**src/rtl/ram_read_arbiter_if.sv**
```systemverilog
// -----------------------------------------------------------------------------
// ram_read_arbiter_if
// Bundles the requester handshake, the RAM read port and the tagged response
// path of the shared image-RAM read arbiter.
//
//   req_valid  NUM_REQ         per-requester read request
//   req_addr   NUM_REQ*ADDR_W  packed addresses, requester i at [i*ADDR_W +: ADDR_W]
//   req_ready  NUM_REQ         one-hot grant (accept = valid & ready at a rising edge)
//   ram_addr   ADDR_W          address to the RAM read port
//   ram_data   DATA_W          registered read data from the RAM
//   rsp_valid  NUM_REQ         one-hot response tag, one cycle per accepted read
//   rsp_data   DATA_W          read data returned to the tagged requester
//
// Modports:
//   slave  - the arbiter itself
//   master - the environment (requesters plus the RAM instance)
// -----------------------------------------------------------------------------
interface ram_read_arbiter_if #(
  parameter int NUM_REQ = 3,
  parameter int ADDR_W  = 19,
  parameter int DATA_W  = 8
);
  logic [NUM_REQ-1:0]        req_valid;
  logic [NUM_REQ*ADDR_W-1:0] req_addr;
  logic [NUM_REQ-1:0]        req_ready;
  logic [ADDR_W-1:0]         ram_addr;
  logic [DATA_W-1:0]         ram_data;
  logic [NUM_REQ-1:0]        rsp_valid;
  logic [DATA_W-1:0]         rsp_data;

  modport slave (
    input  req_valid,
    input  req_addr,
    input  ram_data,
    output req_ready,
    output ram_addr,
    output rsp_valid,
    output rsp_data
  );

  modport master (
    output req_valid,
    output req_addr,
    output ram_data,
    input  req_ready,
    input  ram_addr,
    input  rsp_valid,
    input  rsp_data
  );
endinterface

```
**src/rtl/ram_read_arbiter.sv**
```systemverilog
// -----------------------------------------------------------------------------
// ram_read_arbiter
// Shares one synchronous-read image RAM between NUM_REQ pixel fetchers.
// At most one read is accepted per clock; the winner is chosen round-robin
// starting at rr_ptr. The granted address goes straight to the RAM port, and a
// RAM_LAT-deep tag pipeline follows each read so that the returned data can be
// flagged with a one-hot rsp_valid for the requester that issued it.
//
// Ports:
//   Clk    - system clock, all state updates on the rising edge
//   Reset  - asynchronous, active-low reset
//   bus    - ram_read_arbiter_if.slave (request, RAM and response signals)
//
// Optional build macro:
//   ARB_BG_PRIORITY_EN - requester 0 (background stream) always wins when it
//                        is valid; requesters 1..NUM_REQ-1 share the
//                        round-robin, and rr_ptr ignores grants to requester 0.
// -----------------------------------------------------------------------------
module ram_read_arbiter #(
  parameter int NUM_REQ = 3,
  parameter int ADDR_W  = 19,
  parameter int DATA_W  = 8,
  parameter int RAM_LAT = 1
) (
  input  logic               Clk,
  input  logic               Reset,
  ram_read_arbiter_if.slave  bus
);

  localparam int PTR_W = (NUM_REQ > 1) ? $clog2(NUM_REQ) : 1;
  // One extra bit so rr_ptr + offset can exceed NUM_REQ-1 before the wrap.
  localparam int IDX_W = PTR_W + 1;

  localparam logic [IDX_W-1:0] NUM_REQ_I = IDX_W'(NUM_REQ);
  localparam logic [PTR_W-1:0] LAST_IDX  = PTR_W'(NUM_REQ - 1);

  // Round-robin pointer and the address held on the RAM port while idle.
  logic [PTR_W-1:0]   rr_ptr_q,    rr_ptr_d;
  logic [ADDR_W-1:0]  last_addr_q, last_addr_d;

  // Tag pipeline: a valid bit plus the one-hot grant per stage.
  logic               vld_q [RAM_LAT];
  logic               vld_d [RAM_LAT];
  logic [NUM_REQ-1:0] tag_q [RAM_LAT];
  logic [NUM_REQ-1:0] tag_d [RAM_LAT];

  logic [NUM_REQ-1:0] rsp_valid_q, rsp_valid_d;

  // Combinational arbitration results.
  logic [ADDR_W-1:0]  addr_arr_s [NUM_REQ];
  logic [NUM_REQ-1:0] grant_raw_s;
  logic [NUM_REQ-1:0] grant_s;
  logic [PTR_W-1:0]   gnt_idx_s;
  logic               gnt_any_raw_s;
  logic               gnt_any_s;
  logic [IDX_W-1:0]   idx_s;
  logic [ADDR_W-1:0]  ram_addr_s;
`ifdef ARB_BG_PRIORITY_EN
  logic [PTR_W-1:0]   base_s;
`endif

  // Unpack the flat request address bus into one entry per requester.
  always_comb begin
    for (int i = 0; i < NUM_REQ; i++) begin
      addr_arr_s[i] = bus.req_addr[i*ADDR_W +: ADDR_W];
    end
  end

  // Round-robin search for the first valid requester at or after rr_ptr.
  always_comb begin
    grant_raw_s   = '0;
    gnt_idx_s     = '0;
    gnt_any_raw_s = 1'b0;
    idx_s         = '0;
`ifdef ARB_BG_PRIORITY_EN
    // rr_ptr lives in 1..NUM_REQ-1 for the shared group; a reset value of 0
    // simply means "start at requester 1".
    base_s = (rr_ptr_q == '0) ? PTR_W'(1) : rr_ptr_q;
    if (bus.req_valid[0]) begin
      grant_raw_s[0] = 1'b1;
      gnt_any_raw_s  = 1'b1;
      gnt_idx_s      = '0;
    end else begin
      for (int k = 0; k < NUM_REQ - 1; k++) begin
        idx_s = {1'b0, base_s} + IDX_W'(k);
        // Wrap past the last requester back to requester 1.
        if (idx_s >= NUM_REQ_I) begin
          idx_s = idx_s - IDX_W'(NUM_REQ - 1);
        end else begin
          idx_s = idx_s;
        end
        if (!gnt_any_raw_s && bus.req_valid[idx_s[PTR_W-1:0]]) begin
          grant_raw_s[idx_s[PTR_W-1:0]] = 1'b1;
          gnt_idx_s                     = idx_s[PTR_W-1:0];
          gnt_any_raw_s                 = 1'b1;
        end else begin
          gnt_any_raw_s = gnt_any_raw_s;
        end
      end
    end
`else
    for (int k = 0; k < NUM_REQ; k++) begin
      idx_s = {1'b0, rr_ptr_q} + IDX_W'(k);
      // Explicit wrap so non-power-of-two NUM_REQ never leaves range.
      if (idx_s >= NUM_REQ_I) begin
        idx_s = idx_s - NUM_REQ_I;
      end else begin
        idx_s = idx_s;
      end
      if (!gnt_any_raw_s && bus.req_valid[idx_s[PTR_W-1:0]]) begin
        grant_raw_s[idx_s[PTR_W-1:0]] = 1'b1;
        gnt_idx_s                     = idx_s[PTR_W-1:0];
        gnt_any_raw_s                 = 1'b1;
      end else begin
        gnt_any_raw_s = gnt_any_raw_s;
      end
    end
`endif
  end

  // Suppress grants while Reset is held so nothing is accepted in reset.
  always_comb begin
    if (Reset) begin
      grant_s   = grant_raw_s;
      gnt_any_s = gnt_any_raw_s;
    end else begin
      grant_s   = '0;
      gnt_any_s = 1'b0;
    end
  end

  // RAM address mux and next pointer / held-address computation.
  always_comb begin
    rr_ptr_d    = rr_ptr_q;
    last_addr_d = last_addr_q;
    ram_addr_s  = last_addr_q;
    if (gnt_any_s) begin
      ram_addr_s  = addr_arr_s[gnt_idx_s];
      last_addr_d = addr_arr_s[gnt_idx_s];
`ifdef ARB_BG_PRIORITY_EN
      if (gnt_idx_s == '0) begin
        rr_ptr_d = rr_ptr_q;
      end else if (gnt_idx_s == LAST_IDX) begin
        rr_ptr_d = PTR_W'(1);
      end else begin
        rr_ptr_d = gnt_idx_s + PTR_W'(1);
      end
`else
      if (gnt_idx_s == LAST_IDX) begin
        rr_ptr_d = '0;
      end else begin
        rr_ptr_d = gnt_idx_s + PTR_W'(1);
      end
`endif
    end else begin
      ram_addr_s = last_addr_q;
    end
  end

  // Tag pipeline next state: load the grant, shift, and expose the last stage.
  always_comb begin
    vld_d[0] = gnt_any_s;
    tag_d[0] = grant_s;
    for (int s = 1; s < RAM_LAT; s++) begin
      vld_d[s] = vld_q[s-1];
      tag_d[s] = tag_q[s-1];
    end
    if (vld_q[RAM_LAT-1]) begin
      rsp_valid_d = tag_q[RAM_LAT-1];
    end else begin
      rsp_valid_d = '0;
    end
  end

  // Arbiter state registers; reset drops every in-flight tag.
  always_ff @(posedge Clk or negedge Reset) begin
    if (!Reset) begin
      rr_ptr_q    <= '0;
      last_addr_q <= '0;
      rsp_valid_q <= '0;
      for (int s = 0; s < RAM_LAT; s++) begin
        vld_q[s] <= 1'b0;
        tag_q[s] <= '0;
      end
    end else begin
      rr_ptr_q    <= rr_ptr_d;
      last_addr_q <= last_addr_d;
      rsp_valid_q <= rsp_valid_d;
      for (int s = 0; s < RAM_LAT; s++) begin
        vld_q[s] <= vld_d[s];
        tag_q[s] <= tag_d[s];
      end
    end
  end

  assign bus.req_ready = grant_s;
  assign bus.ram_addr  = ram_addr_s;
  assign bus.rsp_valid = rsp_valid_q;
  assign bus.rsp_data  = bus.ram_data;

endmodule

```
**src/flat_wrapper.sv**
```systemverilog
// flat-port wrapper written by rule: the top's interface ports become plain ports
module ram_read_arbiter_flat 
#(
  parameter int NUM_REQ = 3,
  parameter int ADDR_W  = 19,
  parameter int DATA_W  = 8,
  parameter int RAM_LAT = 1
)
  (Clk, Reset, bus_req_valid, bus_req_addr, bus_ram_data, bus_req_ready, bus_ram_addr, bus_rsp_valid, bus_rsp_data);
  ram_read_arbiter_if #(.NUM_REQ(NUM_REQ), .ADDR_W(ADDR_W), .DATA_W(DATA_W)) bus_i ();
  input  logic Clk;
  input  logic Reset;
  input wire logic [$bits(bus_i.req_valid)-1:0] bus_req_valid;
  input wire logic [$bits(bus_i.req_addr)-1:0] bus_req_addr;
  input wire logic [$bits(bus_i.ram_data)-1:0] bus_ram_data;
  output wire logic [$bits(bus_i.req_ready)-1:0] bus_req_ready;
  output wire logic [$bits(bus_i.ram_addr)-1:0] bus_ram_addr;
  output wire logic [$bits(bus_i.rsp_valid)-1:0] bus_rsp_valid;
  output wire logic [$bits(bus_i.rsp_data)-1:0] bus_rsp_data;
  assign bus_i.req_valid = bus_req_valid;
  assign bus_i.req_addr = bus_req_addr;
  assign bus_i.ram_data = bus_ram_data;
  assign bus_req_ready = bus_i.req_ready;
  assign bus_ram_addr = bus_i.ram_addr;
  assign bus_rsp_valid = bus_i.rsp_valid;
  assign bus_rsp_data = bus_i.rsp_data;
  ram_read_arbiter #(.NUM_REQ(NUM_REQ), .ADDR_W(ADDR_W), .DATA_W(DATA_W), .RAM_LAT(RAM_LAT)) u_core (.Clk(Clk), .Reset(Reset), .bus(bus_i));
endmodule
```
**config.mk**
```make
export PLATFORM = sky130hd
export DESIGN_NAME = ram_read_arbiter_flat
export DESIGN_NICKNAME = d
export VERILOG_FILES = /design/src/rtl/ram_read_arbiter_if.sv /design/src/rtl/ram_read_arbiter.sv /design/src/flat_wrapper.sv
export SDC_FILE = /design/constraint.sdc
export NUM_CORES = 1
export LEC_CHECK = 0
export ABC_AREA = 0
export BUFFER_PORTS_ARGS = -buffer_cell sky130_fd_sc_hd__clkbuf_2
export CORE_ASPECT_RATIO = 0.6
export CORE_MARGIN = 2
export CORE_UTILIZATION = 35
export CTS_CLUSTER_SIZE = 8
export DETAILED_ROUTE_END_ITERATION = 8
export PLACE_DENSITY = 0.68
export SYNTH_ARGS = -nofsm -noshare
export SYNTH_HDL_FRONTEND = slang
export SYNTH_SLANG_ARGS = --single-unit
```
**constraint.sdc**
```tcl
create_clock -name Clk -period 2.6 [get_ports Clk]
set_input_delay 0.39 -clock Clk [delete_from_list [all_inputs] [get_ports Clk]]
set_output_delay 0.39 -clock Clk [all_outputs]
set_load 0.05 [all_outputs]
```
==> Word level (Yosys, flattened, before mapping) <==
Cells that the tools add are included.
{ "totals": {"out_inout_bits": 33, "elab_cells": 64, "regBits": 28} }
{ "op_classes": {"order_cmp": 10, "add_sub_neg": 6, "mux": 32, "eq_ne": 1, "n_bitwise": 3, "reduce_logical": 7} }
{ "ops": {"columns": ["cell", "n"], "rows": [
  ["$mux 19", 3],
  ["$bmux 19 s2", 1],
  ["$mux 3", 5],
  ["$mux 2", 7],
  ["$mux 1", 10],
  ["$lt 2x3->1 const B", 3],
  ["$bmux 1 s2", 3],
  ["$demux 1 s2", 3],
  ["$ge 2x1->1 const B", 3],
  ["$ge 3x2->1 const B", 2],
  ["$or 3x3->3", 2],
  ["$sub 2x2->2 const B", 3],
  ["$logic_and 1x1->1", 5],
  ["$add 2x1->3 const B", 1],
  ["$add 2x2->3 const B", 1],
  ["$ge 3x3->1 const B", 1],
  ["$not 2->3", 1],
  ["$add 2x1->2 const B", 1],
  ["$eq 2x2->1 const B", 1],
  ["$ge 2x2->1 const B", 1],
  ["$logic_not 1->1", 2]
]} }

==> Longest topological paths before layout <==
Gate-level depths: netlist (run 1).
{ "depth": {"ltp_word": 16, "mapped_depth": 10} }

==> Least setup slack after synthesis (run 1) <==
OpenSTA, ideal clock, no wires.
{ "synth_timing": {"path_kind": "reg-to-output", "startpoint": "reg u_core.rr_ptr_q[1]", "endpoint": "out bus_ram_addr[10]", "arrival_time_ps": 2721, "n_path_buf": 1, "required_ps": 2210, "path_slack_ps": -511, "stages_incl_launch_ff": 9, "path_cell_list": "dfrtp_1 > inv_1 > ha_1 > mux2i_1 > o21ai_1 > o21bai_2 > clkbuf_1 > a32oi_1 > o211ai_1"} }
{ "synth_via": {"elab_chain_len": 16, "elab_cells_between_ends": 33, "classes_between": "5 x add/sub; 3 x order compare; 20 x mux; 1 x bitwise; 4 x reduce/logical"} }
{ "synth_rtl": {"columns": ["item", "line", "rtl"], "rows": [
  ["from (decl)", "ram_read_arbiter.sv:38", "logic [PTR_W-1:0] rr_ptr_q, rr_ptr_d;"],
  ["from (signal assigned)", "ram_read_arbiter.sv:186", "rr_ptr_q <= rr_ptr_d;"],
  ["parallel branches: the longest is 15 deep, another holds $add 2x1->3", null, null],
  ["$mux 19 *", "ram_read_arbiter.sv:137", "if (gnt_any_s) begin"],
  ["to (decl)", "flat_wrapper.sv:17", "output wire logic [$bits(bus_i.ram_addr)-1:0] bus_ram_addr;"]
]} }
Every way passes the cells marked *. The select of a mux whose other input is x is not followed.

==> Worst setup path in the final report (run 1) <==
{ "layout_timing": {"startpoint": "reg u_core.rr_ptr_q[0]", "endpoint": "out bus_ram_addr[14]"} }
Same word-level chain as after synthesis.

==> results of run 1 <==
## metrics by stage
stage	power [mW]	instance area, um2	hold slack [ps]	setup TNS (ps)
after floorplan	2.99	1920	94.4	-7950
after global placement	4.04	2620	436	-2060
after detailed placement	4.08	2620	445	-3050
after CTS	5.06	2990	187	-7360
after global routing	5.62	3130	205	-10260
final	5.35	3130	177	-8050
## Yosys cell counts, drive strengths merged
| master | n | area, um2 |
|---|---|---|
| nand3b | 1 | 7.51 |
| nor2 | 1 | 3.75 |
| ha | 4 | 50.1 |
| or2 | 1 | 6.26 |
| o31ai | 1 | 12.5 |
| mux2i | 2 | 20.0 |
| or4b | 1 | 10.0 |
| and2 | 5 | 31.3 |
| clkbuf | 9 | 35.0 |
| nor3b | 1 | 7.51 |
| a311o | 1 | 10.0 |
| dfrtp | 28 | 701 |
| a21boi | 1 | 7.51 |
| buf | 15 | 115 |
| and3b | 1 | 8.76 |
| a21oi | 4 | 20.0 |
| or3 | 1 | 6.26 |
| nand2b | 2 | 12.5 |
| nand3 | 20 | 105 |
| o32ai | 1 | 8.76 |
| nand2 | 23 | 86.3 |
| o221ai | 1 | 8.76 |
| inv | 5 | 18.8 |
| a32oi | 19 | 166 |
| o21bai | 2 | 18.8 |
| mux2 | 2 | 30.0 |
| o211ai | 19 | 143 |
| a31oi | 1 | 6.26 |
| nor2b | 21 | 131 |
| o21ai | 6 | 30.0 |
| o211a | 1 | 10.0 |
## layout make-up
type / instances / area (um2) / area share, %
well taps: 66 / 82.6 / 2.64
repair buffers: 143 / 1140 / 36.5
multi-input cells: 143 / 1120 / 35.7
clock buffers: 3 / 41.3 / 1.32
flip-flops and latches: 28 / 701 / 22.4
clock inverters: 1 / 30.0 / 0.959
inverters: 5 / 18.8 / 0.600
## where the power goes
group	leakage (nW)	switching [mW]	internal (mW)
registers	0.355	0.0592	0.628
clock network	0.0357	0.145	0.206
logic	1.08	2.40	1.91
## registers in the layout, summed over array words and instances (netlist names)
| name | count |
|---|---|
| u_core.rr_ptr_q | 2 |
| u_core.tag_q | 3 |
| u_core.bus.rsp_valid | 3 |
| u_core.last_addr_q | 19 |
| u_core.vld_q | 1 |
## kinds of logic after synthesis
group / Yosys count
adders and majority gates: 4
buffers and inverters: 29
AOI/OAI and AO/OA: 57
and+or+nand+nor: 78
muxes: 4
DFF: 28
## per-layer routing
metal	wire length [um]	track usage, %	up-vias
li1	-	-	988
met1	3000	30.4	971
met2	2900	36.6	115
met3	505	4.68	7
met4	65	4.17	0
met5	0	0	-
## path summary, 6_finish.rpt
| check | startpoint | to | slack [ps] |
|---|---|---|---|
| setup reg to reg | u_core.rr_ptr_q[0] | u_core.last_addr_q[13] | -40 |
| max in group asynchronous | Reset | u_core.last_addr_q[5] | 2140 |
| setup / recovery | u_core.rr_ptr_q[0] | bus_ram_addr[14] | -470 |
| min in group Clk | bus_req_addr[48] | u_core.last_addr_q[10] | 400 |
| hold / removal | Reset | u_core.vld_q | 180 |
| hold reg to reg | u_core.tag_q[0] | u_core.bus.rsp_valid[0] | 470 |
## timing repair
item	in CTS	in global routing
pin swaps	13	15
resized for setup	43	28
gates cloned	0	2
setup buffers	11	5
endpoints found under the setup margin	22	23
==> results.py, run 1 <==
metrics = {
    "status": {
        "status": "complete, but fails checks",
        "violations": "negative setup slack",
    },
    "layout": {
        "final_cells": 389,
        "drive_gt1_share_pct": 53.3,
        "syn_to_final_growth_pct": 71.3,
        "post-route-util_pct": 61.9,
        "nFillCells": 432,
        "n_antenna_cell": 0,
        "nNetsFinal": 398,
        "final_common_cell": "clkbuf_2",
        "most-common-layout-cells": "clkbuf_2 (64), buf_4 (45), dfrtp_1 (28)",
    },
    "worst_setup_path": {
        "cp_slowest_cell": "dfrtp_1",
        "crit_path_start_kind": "flip-flop",
        "critPathCaptureType": "primary output",
        "worstSetupPathDepth": 9,
        "cp_data_arrival_time_ps": 2680,
        "cp_max_fo": 5,
        "path_buf_inv": 3,
        "crit_required_ps": 2210,
        "reg2regPathDepth": 11,
        "worst_path_most_repeated_cell": "mux2_4",
        "cp_top_family": "compound AO/OA/AOI/OAI gates",
        "cpPeakStageDelay_ps": 420,
        "crit_chain": "inv_2, ha_4, mux2_4, mux2_4, a311o_1, buf_6, a32oi_1, o211ai_1, clkbuf_8",
        "crit_type": "reg -> out",
    },
    "floorplanning": {
        "die_h_um": 60.0,
        "dieArea_um2": 5840,
        "start_util_pct": 36.2,
        "rows": 20,
        "die_x_um": 97.3,
        "num_io_pins": 103,
        "core-area_um2": 5050,
    },
    "synthesis": {
        "yosys_warnings": 0,
        "synth_cell_type_count": 39,
        "post_synth_inst_count": 200,
        "postSynthAreaPerCell_um2": 9.14,
        "synth_top_family_by_area": "compound AO/OA/AOI/OAI gates",
        "netlist_area_um2": 1830,
        "yosys.area_share.simple_pct": 22.8,
        "yosysSeqAreaShare_pct": 38.3,
        "synth_xor_area_share_pct": 0,
        "synth_compound_area_share_pct": 24.2,
        "synthAdderAreaFrac_pct": 2.74,
        "ys_ff_latch": 28,
        "syn_nets": 274,
        "synth.area.mux_share_pct": 2.74,
    },
    "timing": {
        "report.final.slew_viol_count": 0,
        "rsz0062_at_grt": "true",
        "fmax_mhz": 326,
        "fin_skew_ps": 2.11,
        "setup_ws_ps": -472,
        "fin_crit_ps": 3070,
        "hold_violations": 0,
        "fin_crit_sh_pct": 118,
        "max-slew-margin-rel_pct": 73.9,
        "worstMarginPinSlew_ps": 391,
        "finalSetupViolations": 21,
    },
    "cts": {
        "numCtsBuffers": 3,
        "cts_hold_buf": 0,
        "htreeDepth": 1,
        "clk_latency_ps": 280,
        "path_clk_slew_ps": 100,
        "cts_sinks": 28,
        "clk_path_buf_depth": 2,
        "cts_tree": "built",
        "cts-root-buf": "clkbuf_8",
    },
    "worst_hold_path": {
        "hold_path.class": "in -> async",
    },
    "routing": {
        "viasPerCell": 5.35,
        "detail_route.wl_per_cell_um": 16.6,
        "drt-initial-drc-count": 72,
        "drc": 0,
        "vias": 2081,
        "finalWirelength_mm": 6.47,
        "first_pass_iters": 4,
        "antenna_left": 0,
    },
    "grt": {
        "antenna_found_initial": 0,
        "grt_pass1_wl_mm": 9.99,
        "grt_pass1_vias": 1991,
        "track_usage_pct": 22.0,
        "grt_max_degree": 32,
        "grt.overflow.total": 0,
    },
    "flow_run": {
        "maxCapViolations": 0,
    },
    "place": {
        "hpwlAfterDp_mm": 4.51,
        "pre_cts_ws_ps": -192,
        "io_buffers": 86,
        "dp.cells": 367,
        "place_congestion": 0.919,
    },
    "pwr": {
        "ir_drop_mv": 0.814,
        "p_leak_nw": 1.47,
        "power.density_nw_per_um2": 1710,
    },
}
No activity file was read; power rests on OpenSTA's default activity.
==> run 2: changes to the inputs <==
==> constraint.sdc (replaced) <==
create_clock -name Clk -period 2.8 [get_ports Clk]
set_input_delay 0.42 -clock Clk [delete_from_list [all_inputs] [get_ports Clk]]
set_output_delay 0.42 -clock Clk [all_outputs]
set_load 0.05 [all_outputs]
==> results.py, run 2 (synthesis results as in run 1) <==
metrics = {
    "layout": {
        "nNetsFinal": 378,
        "largest_reg_flops": 19,
        "drive_gt1_share_pct": 50.2,
        "nFillCells": 455,
        "final_common_cell": "clkbuf_2",
        "post-route-util_pct": 57.0,
        "largest-register": "u_core.last_addr_q",
        "n_antenna_cell": 0,
        "syn_to_final_growth_pct": 57.6,
        "most-common-layout-cells": "clkbuf_2 (65), buf_4 (31), dfrtp_1 (27)",
    },
    "worst_setup_path": {
        "cp_max_fo": 7,
        "reg2regPathDepth": 9,
        "cp_top_family": "compound AO/OA/AOI/OAI gates",
        "cp_data_arrival_time_ps": 2650,
        "crit_type": "reg -> out",
        "crit_chain": "ha_4, inv_1, mux2_4, a311o_2, buf_2, a32oi_1, o211ai_1, clkbuf_8",
        "crit_required_ps": 2380,
        "path_buf_inv": 3,
        "crit_path_start_kind": "flip-flop",
        "critPathCaptureType": "primary output",
        "cpPeakStageDelay_ps": 450,
        "cp_slowest_cell": "dfrtp_2",
        "worstSetupPathDepth": 8,
    },
    "floorplanning": {
        "num_io_pins": 103,
        "start_util_pct": 36.2,
        "die_x_um": 97.3,
        "dieArea_um2": 5840,
        "core-area_um2": 5050,
        "rows": 20,
        "die_h_um": 60.0,
    },
    "place": {
        "io_buffers": 86,
        "hpwlAfterDp_mm": 4.20,
        "place_congestion": 0.875,
    },
    "pwr": {
        "pwr-share-seq_pct": 14.3,
        "power_mw": 4.47,
        "p_leak_nw": 1.34,
        "switchingPower_mw": 2.29,
        "p_comb_share_pct": 79.9,
        "ir_drop_mv": 0.936,
        "internal_power_mw": 2.17,
        "sw_frac_of_total_pct": 51.4,
        "power.density_nw_per_um2": 1550,
        "clkPwrFrac_pct": 5.8,
    },
    "grt": {
        "grt_max_degree": 32,
        "track_usage_pct": 20.4,
        "grt_pass1_wl_mm": 9.34,
        "antenna_found_initial": 0,
        "grt.overflow.total": 0,
        "grt_pass1_vias": 1878,
    },
    "cts": {
        "path_clk_slew_ps": 100,
        "clk_latency_ps": 280,
        "numCtsBuffers": 3,
        "cts-root-buf": "clkbuf_8",
        "cts_tree": "built",
        "clk_path_buf_depth": 2,
        "htreeDepth": 1,
        "cts_sinks": 28,
    },
    "status": {
        "status": "complete, but fails checks",
        "violations": "negative setup slack",
    },
    "timing": {
        "rsz0062_at_grt": "true",
        "setup_ws_ps": -273,
        "fin_crit_ps": 3070,
        "report.final.slew_viol_count": 0,
        "max-slew-margin-rel_pct": 73.3,
        "fmax_mhz": 325,
        "worstMarginPinSlew_ps": 401,
        "fin_crit_sh_pct": 110,
        "finalSetupViolations": 19,
        "hold_violations": 0,
        "fin_skew_ps": 2.98,
    },
    "routing": {
        "vias": 1969,
        "antenna_left": 0,
        "viasPerCell": 5.34,
        "drc": 0,
        "first_pass_iters": 4,
        "detail_route.wl_per_cell_um": 16.4,
        "drt-initial-drc-count": 116,
        "finalWirelength_mm": 6.07,
    },
    "flow_run": {
        "maxCapViolations": 0,
    },
    "worst_hold_path": {
        "hold_path.class": "in -> async",
    },
}
-- run 2: changes by cell type in the layout (fill, tap and decap cells not counted), sizes merged --
cell	previous run	this run
clkbuf	85	89
bufinv	1	0
buf	61	38
-- run 2: power by group through the flow --
stage	Combinational (mW)	Clock (mW)	Sequential, mW
2_1_floorplan	2.10	0	0.676
3_3_place_gp	2.83	0	0.644
3_5_place_dp	2.84	0	0.651
4_1_cts	3.27	0.269	0.640
5_1_grt	3.76	0.284	0.657
6_report	3.57	0.257	0.641
-- run 2: worst paths after layout --
kind                                          from                 endpoint  slack (ps)
worst max-delay path            u_core.rr_ptr_q[1]         bus_ram_addr[15]        -270
max in group asynchronous                    Reset       u_core.rr_ptr_q[1]        2260
worst max register to register  u_core.rr_ptr_q[1]   u_core.last_addr_q[13]         290
min in group Clk                  bus_req_addr[45]    u_core.last_addr_q[7]         430
worst min-delay path                         Reset  u_core.bus.rsp_valid[2]         230
worst min register to register     u_core.tag_q[2]  u_core.bus.rsp_valid[2]         470
-- run 2: metal layers --
metal  vias up  GRT usage (%)  wire [um]
li1        941              -          -
met5         -              0          0
met4         0           5.95         79
met3         6           6.20        493
met2        95           31.8       2540
met1       927           27.7       2960
-- run 2: final cells by class --
type	count	area [um2]	area share, %
clock buffers	4	55.1	1.91
inverters	5	18.8	0.652
multi-input cells	143	1100	38.1
flip-flops and latches	28	702	24.4
well taps	66	82.6	2.87
repair buffers	123	925	32.1
-- run 2: timing repair --
item / 4_1_cts / 5_1_grt
gates cloned: 0 / 2
pin swaps: 12 / 22
buffers inserted: 5 / 8
endpoints found under the setup margin: 19 / 20
gates resized for setup: 37 / 23
hold buffers: 0 / 0
-- run 2: per-stage QoR --
step | cell area [um2] | setup TNS [ps] | cells | setup WS, ps | hold slack [ps]
floorplan | 1920 | -1850 | 200 | -127 | 124
global placement | 2450 | 0 | 350 | 12.4 | 440
detailed placement | 2450 | -16.6 | 350 | -16.6 | 452
CTS | 2710 | -4230 | 359 | -245 | 236
global route | 2880 | -6220 | 369 | -371 | 253
finish | 2880 | -4500 | 369 | -273 | 226
